==> src/rtl/trip_sequencer_if.sv <==
// Signal bundle between trip_sequencer and the host / per-channel trip detector bank.
// master = host/detector side driving requests and flags, slave = the sequencer.
interface trip_sequencer_if #(
    parameter int NCHAN = 4,
    parameter int HW    = 16,
    parameter int CW    = 16
);
    logic             arm;
    logic             disarm;
    logic [NCHAN-1:0] chan_tripped;
    logic [NCHAN-1:0] chan_mask;
    logic [HW-1:0]    holdoff_cycles;
    logic [3:0]       max_retries;

    logic             rf_enable;
    logic             trip_reset;
    logic             peak_clear;
    logic [2:0]       state;
    logic [3:0]       retry_count;
    logic [CW-1:0]    trip_count;
    logic [NCHAN-1:0] fault_chan;

    modport master (
        output arm, disarm, chan_tripped, chan_mask, holdoff_cycles, max_retries,
        input  rf_enable, trip_reset, peak_clear, state, retry_count, trip_count, fault_chan
    );

    modport slave (
        input  arm, disarm, chan_tripped, chan_mask, holdoff_cycles, max_retries,
        output rf_enable, trip_reset, peak_clear, state, retry_count, trip_count, fault_chan
    );
endinterface

==> src/rtl/trip_sequencer.sv <==
// RF interlock sequencer: arms RF, drops it on masked channel trip, holds off, re-arms, locks out.
// Optional first-fault channel capture is built when TRIP_FIRST_FAULT_EN is defined.
//
// state   | meaning
// --------+---------------------------------------------------------------
// IDLE    | RF off, waiting for arm
// CLEAR   | one cycle: pulse detector trip_reset (plus peak_clear on session start)
// ARMED   | RF permitted, watching masked trip flags
// HOLDOFF | RF off, holdoff down-counter running
// LOCKOUT | retry budget exhausted, RF off until disarm or reset
module trip_sequencer #(
    parameter int NCHAN = 4,
    parameter int HW    = 16,
    parameter int CW    = 16
) (
    input logic             clk,
    input logic             reset,
    trip_sequencer_if.slave bus
);

    typedef enum logic [2:0] {
        ST_IDLE    = 3'd0,
        ST_CLEAR   = 3'd1,
        ST_ARMED   = 3'd2,
        ST_HOLDOFF = 3'd3,
        ST_LOCKOUT = 3'd4
    } state_t;

    state_t        state_q, state_d;
    logic          rf_enable_q, rf_enable_d;
    logic          trip_reset_q, trip_reset_d;
    logic          peak_clear_q, peak_clear_d;
    logic [3:0]    retry_q, retry_d;
    logic [CW-1:0] trip_q, trip_d;
    logic [HW-1:0] timer_q, timer_d;

    logic fault;
    logic timer_tc;
    logic retries_spent;
    logic trip_evt;
    logic session_start;

    assign fault         = |(bus.chan_tripped & bus.chan_mask);
    assign timer_tc      = (timer_q == '0);
    // >= rather than == so a budget lowered mid-session still ends in lockout
    assign retries_spent = (retry_q >= bus.max_retries);
    assign trip_evt      = !bus.disarm && (state_q == ST_ARMED) && fault;
    assign session_start = !bus.disarm && (state_q == ST_IDLE) && bus.arm;

    always_ff @(posedge clk) begin
        if (reset) begin
            state_q      <= ST_IDLE;
            rf_enable_q  <= 1'b0;
            trip_reset_q <= 1'b0;
            peak_clear_q <= 1'b0;
            retry_q      <= '0;
            trip_q       <= '0;
            timer_q      <= '0;
        end else begin
            state_q      <= state_d;
            rf_enable_q  <= rf_enable_d;
            trip_reset_q <= trip_reset_d;
            peak_clear_q <= peak_clear_d;
            retry_q      <= retry_d;
            trip_q       <= trip_d;
            timer_q      <= timer_d;
        end
    end

    always_comb begin
        state_d = state_q;
        if (bus.disarm) begin
            state_d = ST_IDLE;
        end else begin
            case (state_q)
                ST_IDLE:    if (bus.arm) state_d = ST_CLEAR;
                // detector flags are stale during CLEAR, so faults are not looked at here
                ST_CLEAR:   state_d = ST_ARMED;
                ST_ARMED:   if (fault) state_d = retries_spent ? ST_LOCKOUT : ST_HOLDOFF;
                ST_HOLDOFF: if (timer_tc) state_d = ST_CLEAR;
                ST_LOCKOUT: state_d = ST_LOCKOUT;
                default:    state_d = ST_IDLE;
            endcase
        end
    end

    always_comb begin
        rf_enable_d  = (state_d == ST_ARMED);
        trip_reset_d = (state_d == ST_CLEAR);
        peak_clear_d = session_start;
        retry_d      = retry_q;
        trip_d       = trip_q;
        timer_d      = timer_q;

        if (session_start) begin
            retry_d = '0;
            trip_d  = '0;
        end else if (trip_evt) begin
            if (trip_q != '1) trip_d = trip_q + 1'b1;
            if (!retries_spent) begin
                retry_d = retry_q + 4'd1;
                timer_d = bus.holdoff_cycles;
            end
        end else if (state_q == ST_HOLDOFF && !timer_tc) begin
            timer_d = timer_q - 1'b1;
        end
    end

`ifdef TRIP_FIRST_FAULT_EN
    logic [NCHAN-1:0] fault_chan_q;

    always_ff @(posedge clk) begin
        if (reset) begin
            fault_chan_q <= '0;
        end else if (session_start) begin
            fault_chan_q <= '0;
        end else if (trip_evt && trip_q == '0) begin
            fault_chan_q <= bus.chan_tripped & bus.chan_mask;
        end
    end

    assign bus.fault_chan = fault_chan_q;
`else
    assign bus.fault_chan = '0;
`endif

    assign bus.state       = state_q;
    assign bus.rf_enable   = rf_enable_q;
    assign bus.trip_reset  = trip_reset_q;
    assign bus.peak_clear  = peak_clear_q;
    assign bus.retry_count = retry_q;
    assign bus.trip_count  = trip_q;

endmodule

==> src/flat_wrapper.sv <==
// flat-port wrapper written by rule: the top's interface ports become plain ports
module trip_sequencer_flat 
#(
    parameter int NCHAN = 4,
    parameter int HW    = 16,
    parameter int CW    = 16
)
  (clk, reset, bus_arm, bus_disarm, bus_chan_tripped, bus_chan_mask, bus_holdoff_cycles, bus_max_retries, bus_rf_enable, bus_trip_reset, bus_peak_clear, bus_state, bus_retry_count, bus_trip_count, bus_fault_chan);
  trip_sequencer_if #(.NCHAN(NCHAN), .HW(HW), .CW(CW)) bus_i ();
  input logic clk;
  input logic reset;
  input wire logic [$bits(bus_i.arm)-1:0] bus_arm;
  input wire logic [$bits(bus_i.disarm)-1:0] bus_disarm;
  input wire logic [$bits(bus_i.chan_tripped)-1:0] bus_chan_tripped;
  input wire logic [$bits(bus_i.chan_mask)-1:0] bus_chan_mask;
  input wire logic [$bits(bus_i.holdoff_cycles)-1:0] bus_holdoff_cycles;
  input wire logic [$bits(bus_i.max_retries)-1:0] bus_max_retries;
  output wire logic [$bits(bus_i.rf_enable)-1:0] bus_rf_enable;
  output wire logic [$bits(bus_i.trip_reset)-1:0] bus_trip_reset;
  output wire logic [$bits(bus_i.peak_clear)-1:0] bus_peak_clear;
  output wire logic [$bits(bus_i.state)-1:0] bus_state;
  output wire logic [$bits(bus_i.retry_count)-1:0] bus_retry_count;
  output wire logic [$bits(bus_i.trip_count)-1:0] bus_trip_count;
  output wire logic [$bits(bus_i.fault_chan)-1:0] bus_fault_chan;
  assign bus_i.arm = bus_arm;
  assign bus_i.disarm = bus_disarm;
  assign bus_i.chan_tripped = bus_chan_tripped;
  assign bus_i.chan_mask = bus_chan_mask;
  assign bus_i.holdoff_cycles = bus_holdoff_cycles;
  assign bus_i.max_retries = bus_max_retries;
  assign bus_rf_enable = bus_i.rf_enable;
  assign bus_trip_reset = bus_i.trip_reset;
  assign bus_peak_clear = bus_i.peak_clear;
  assign bus_state = bus_i.state;
  assign bus_retry_count = bus_i.retry_count;
  assign bus_trip_count = bus_i.trip_count;
  assign bus_fault_chan = bus_i.fault_chan;
  trip_sequencer #(.NCHAN(NCHAN), .HW(HW), .CW(CW)) u_core (.clk(clk), .reset(reset), .bus(bus_i));
endmodule
==> config.mk <==
export PLATFORM = sky130hd
export DESIGN_NAME = trip_sequencer_flat
export DESIGN_NICKNAME = d
export VERILOG_FILES = /design/src/rtl/trip_sequencer_if.sv /design/src/rtl/trip_sequencer.sv /design/src/flat_wrapper.sv
export SDC_FILE = /design/constraint.sdc
export NUM_CORES = 1
export LEC_CHECK = 0
export BUFFER_PORTS_ARGS = -buffer_cell sky130_fd_sc_hd__buf_2
export CAP_MARGIN = 20
export CORE_ASPECT_RATIO = 0.6
export CORE_UTILIZATION = 30
export DETAILED_ROUTE_END_ITERATION = 8
export HOLD_SLACK_MARGIN = 0.1
export SETUP_SLACK_MARGIN = 0.4
export SLEW_MARGIN = 15
export SYNTH_ARGS = -nofsm -noshare
export SYNTH_HDL_FRONTEND = slang
export SYNTH_SLANG_ARGS = --single-unit
==> constraint.sdc <==
create_clock -name clk -period 3.4 [get_ports clk]
set_input_delay 0.51 -clock clk [delete_from_list [all_inputs] [get_ports clk]]
set_output_delay 0.51 -clock clk [all_outputs]
set_load 0.1 [all_outputs]
Yosys cells after proc, flatten, opt, wreduce, memory -nomap -nowiden:

Index checks and enable logic that the tools add are counted.

* word-level logic and storage cells: 46
* register bits after elaboration: 42
* output and inout port bits: 30
* input bits: 32

* equal/unequal tests: 8
* magnitude comparators: 1
* add/sub/neg operators: 3
* reductions and logical operators: 15
* mux-type cells: 9
* bitwise operators: 3

Operators by type and width (number)
* 16-bit 2-to-1 mux: 3
* 16-bit by 1-bit adder with 16-bit output, second input constant: 1
* 16-bit logical NOT: 1
* 16-bit inequality test, second input constant: 1
* 16-bit by 1-bit subtractor with 16-bit output, second input constant: 1
* 3-bit 2-to-1 mux: 5
* 3-bit one-hot mux with 5 select lines: 1
* 3-bit by 2-bit equality test with 1-bit output, second input constant: 3
* 3-bit by 1-bit equality test with 1-bit output, second input constant: 2
* 1-bit logical AND: 5
* 4-bit by 1-bit adder with 4-bit output, second input constant: 1
* 4-bit AND: 1
* 4-bit >= comparator: 1
* 2-bit AND reduction: 2
* 4-bit OR reduction: 1
* 3-bit equality test, second input constant: 1
* 3-bit logical NOT: 1
* 3-bit AND reduction: 1
* 1-bit logical NOT: 2
* 2-bit inequality test, second input constant: 1
* 1-bit inverter: 2
* 2-bit nonzero test: 1
* 2-bit OR reduction: 1

Longest topological paths before layout:

* word-level depth: 6
* gate-level depth with buffers: 9

Least setup slack after synthesis:

OpenSTA, ideal clock, no wires.

* path kind: register to register
* from: reg u_core.retry_q[0], in the netlist u_core.bus.retry_count[0]
* to: reg u_core.timer_q[4]
* stages on the path, launching flop included: 10
* path buffers: 1
* path slack: 517 ps
* data arrival time: 2756 ps
* library setup time: 128 ps
* path through: dfxtp_1 inv_1 ha_1 nand2b_1 a211o_1 a211oi_2 buf_2 o22ai_1 a2bb2oi_1 nor2_1

* word-level cells in the longest chain between the ends: 3

Ends and longest elaborated chain
* from (decl): line trip_sequencer.sv:33 `logic [3:0] retry_q, retry_d;`
* from (signal assigned): line trip_sequencer.sv:64 `retry_q <= retry_d;`
* 4-bit >= comparator: line trip_sequencer.sv:46 `assign retries_spent = (retry_q >= bus.max_retries);`
* 2-bit inequality test (no line)
* 3-bit AND reduction (no line)
* to (signal assigned): line trip_sequencer.sv:66 `timer_q <= timer_d;`
* to (decl): line trip_sequencer.sv:35 `logic [HW-1:0] timer_q, timer_d;`

No other way between the ends.
A chain may end at the register's enable or synchronous reset.

Worst setup path in the final report:

* from: reg u_core.timer_q[0]
* to: reg u_core.timer_q[15]

* word-level cells in the longest chain between the ends: 5
* elaborated cells on any way between the ends: 8

Ends and longest elaborated chain
* branches (longest 5 deep; another with 16-bit by 1-bit subtractor with 16-bit output)

Several ways; the timed one is not identified. The select of a mux whose other input is x is not followed.

==> out/qor.yml <==
route.met2.wl_um: 2332
synth_seq_cells: 42
synth_edf_count: 0
rsz0062_at_grt: "false"
slowest_stage: "or3b_2"
drive_gt1_frac: 0.2356
drtPass1Iterations: 4
antenna_found_initial: 0
clkSinkCount: 42
crit_chain: "inv_1, ha_1, or3b_2, nor3_2, buf_4, a21oi_2, nor2_2, o21ai_0, a21oi_1"
p_int_w: 0.0008095
grt_usage: 0.1596
area_growth_pct: 22.22
cp_slowest_stage_delay_ps: 510
power.switching_w: 0.0003133
netlist-cell-type-count: 55
finalMaxSlewViolations: 0
hold_path.class: "in2reg"
hold_buffers: 0
power.density_nw_per_um2: 391.2
critPathLaunchType: "flop"
final_common_cell: "buf_2"
die_x_um: 116.2
worstMarginPinSlew_ps: 799.1
syn_inst: 294
hpwl_um: 4386
tns_ps: 0
p_leak_nw: 1.174
crit_buf_inv: 2
drc: 0
place.gp.congestion: 0.8841
ys_async_sr_fraction: 0
power_frac_clock: 0.446
maxCapViolations: 0
coreArea_sq_um: 7417
holdWs_ps: 464.3
finalPower_w: 0.001123
port_buffers: 57
cts_buffers: 5
peakVddDrop_mv: 0.2008
worst_setup_path_end_kind: "flop"
start_util: 0.3166
cpLargestDelayFamily: "simple AND/OR/NAND/NOR gates"
wl_met1_um: 3317
synth-seq-area-share: 0.3580
overflow: 0
clockRootBuffer: "clkbuf_16"
multi_input_area_sq_um: 1400
required_ps: 3620
cts.path.max_buffers: 2
r2r_slack_ps: 900
nFillCells: 784
run_status: "completed"
cts_resized: 0
hold_viol: 0
dpl_cell_area_sq_um: 2720
post_cts_buffers: 0
max_slew_margin: 0.4673
final_util: 0.3870
syn_area_sq_um: 2349
num_rows: 24
n_antenna_cell: 0
fin_nets: 386
h-tree-depth: 2
grt_pass1_vias: 2047
layout_common_cells: "buf_2 (57), dfxtp_1 (42), nor2_1 (41)"
ios: 62
yosysWarnings: 0
finalClockSkew_ps: 7.091
worstSetupPathType: "reg2reg"
pwr-share-comb: 0.108
ys.flop_type: "dfxtp_1"
critPathArrivalTime_ps: 2720
period_needed_ps: 2498
fin_crit_sh: 0.7347
setup_viol: 0
synth.avg_cell_area_sq_um: 7.988
seq_area_sq_um: 840.8
avgRoutedWirePerCell_um: 13.58
cts_tree: "built"
drt-initial-drc-count: 153
vias: 2269
seqPwrFrac: 0.446
final_antenna_net_count: 0
grt_start_max_net_pins: 32
clkTransAtPathRegs_ps: 70
max_freq_mhz: 400.3
grt_pass1_wl_um: 10210
top_layer: "met4"
met3_length_um: 438
via_per_inst: 5.020
die_area_sq_um: 8198
dieHeight_um: 70.54
switching_share: 0.2790
clock_latency_ps: 290
drt-total-wl_um: 6138
cp_max_fo: 14
final_area_sq_um: 2870
==> Yosys cell counts (6+ instances only) <==
cell	number	area (sq um)
nand3_1	7	35.03
nand2_1	18	67.56
nor2_1	41	153.9
ha_1	7	87.58
a31oi_1	6	37.54
inv_1	9	33.78
o21ai_0	16	80.08
a21oi_1	24	120.1
nor3_1	12	60.06
nand4_1	9	56.30
clkbuf_1	9	33.78
dfxtp_1	42	840.8
xor2_1	12	105.1
==> kinds of logic (layout without fill, tap and decap cells) <==
group | after synthesis | in the layout | share of synthesized area
AND/OR/NAND/NOR | 123 | 123 | 0.2770
adder cells (fa/ha/maj) | 7 | 7 | 0.03729
AO/OA/AOI/OAI | 76 | 76 | 0.2057
XOR/XNOR | 16 | 16 | 0.05967
buffers and inverters | 27 | 78 | 0.05221
flip-flops | 42 | 42 | 0.3580
multiplexers | 2 | 2 | 0.008525
other | 1 | 4 | 0.001597
==> final timing paths <==
path	start	to	depth (start not counted)
max reg2reg	u_core.timer_q[0]$_SDFFE_PP0P_	u_core.timer_q[15]$_SDFFE_PP0P_	9
max	u_core.timer_q[0]$_SDFFE_PP0P_	u_core.timer_q[15]$_SDFFE_PP0P_	9
min	bus_disarm	u_core.bus.state[1]$_SDFF_PP0_	2
min reg2reg	u_core.timer_q[12]$_SDFFE_PP0P_	u_core.timer_q[12]$_SDFFE_PP0P_	2
==> worst register-to-register path: stages, from the launching register on <==
cell	delay [ps]
dfxtp_1	340
inv_1	80
ha_1	190
or3b_2	510
nor3_2	170
buf_4	170
a21oi_2	130
nor2_2	500
o21ai_0	190
a21oi_1	160
==> final cells by class <==
| cell class | instances | share of cell area |
|---|---|---|
| inverter | 9 | 0.01177 |
| clock inverter | 3 | 0.008718 |
| timing repair buffer | 61 | 0.1099 |
| clock buffer | 5 | 0.04359 |
| sequential | 42 | 0.2929 |
| multi-input combinational | 228 | 0.4878 |
| tap | 104 | 0.04534 |
==> registers in the layout, indices dropped and copies added, names as in the netlist <==
signal,count
u_core.bus.retry_count,4
u_core.bus.state,3
u_core.bus.trip_count,16
u_core.bus.rf_enable,1
u_core.bus.peak_clear,1
u_core.timer_q,16
u_core.bus.trip_reset,1
==> per-layer routing <==
layer  vias to the layer above  track usage
met4                         0      0.03846
met3                         5      0.06170
li1                       1169            -
met5                         -            0
met1                      1028       0.2354
met2                        67       0.2143
==> metrics by stage <==
stage,worst slack (ps),cells
after floorplan,516.6,297
after global placement,905.3,444
after detailed placement,901.4,444
after CTS,903.9,452
after global routing,644.8,452
final,902.0,452
==> power groups by stage <==
stage | sequential [W] | combinational, W | clock (W)
final | 0.000500 | 0.000122 | 0.000501
after global routing | 0.000501 | 0.000132 | 0.000539
after CTS | 0.000500 | 0.000121 | 0.000507
after detailed placement | 0.000512 | 0.000121 | 0
after global placement | 0.000512 | 0.000121 | 0
after floorplan | 0.000526 | 0.0000741 | 0
Note: power is estimated with default switching activity, not from simulation.
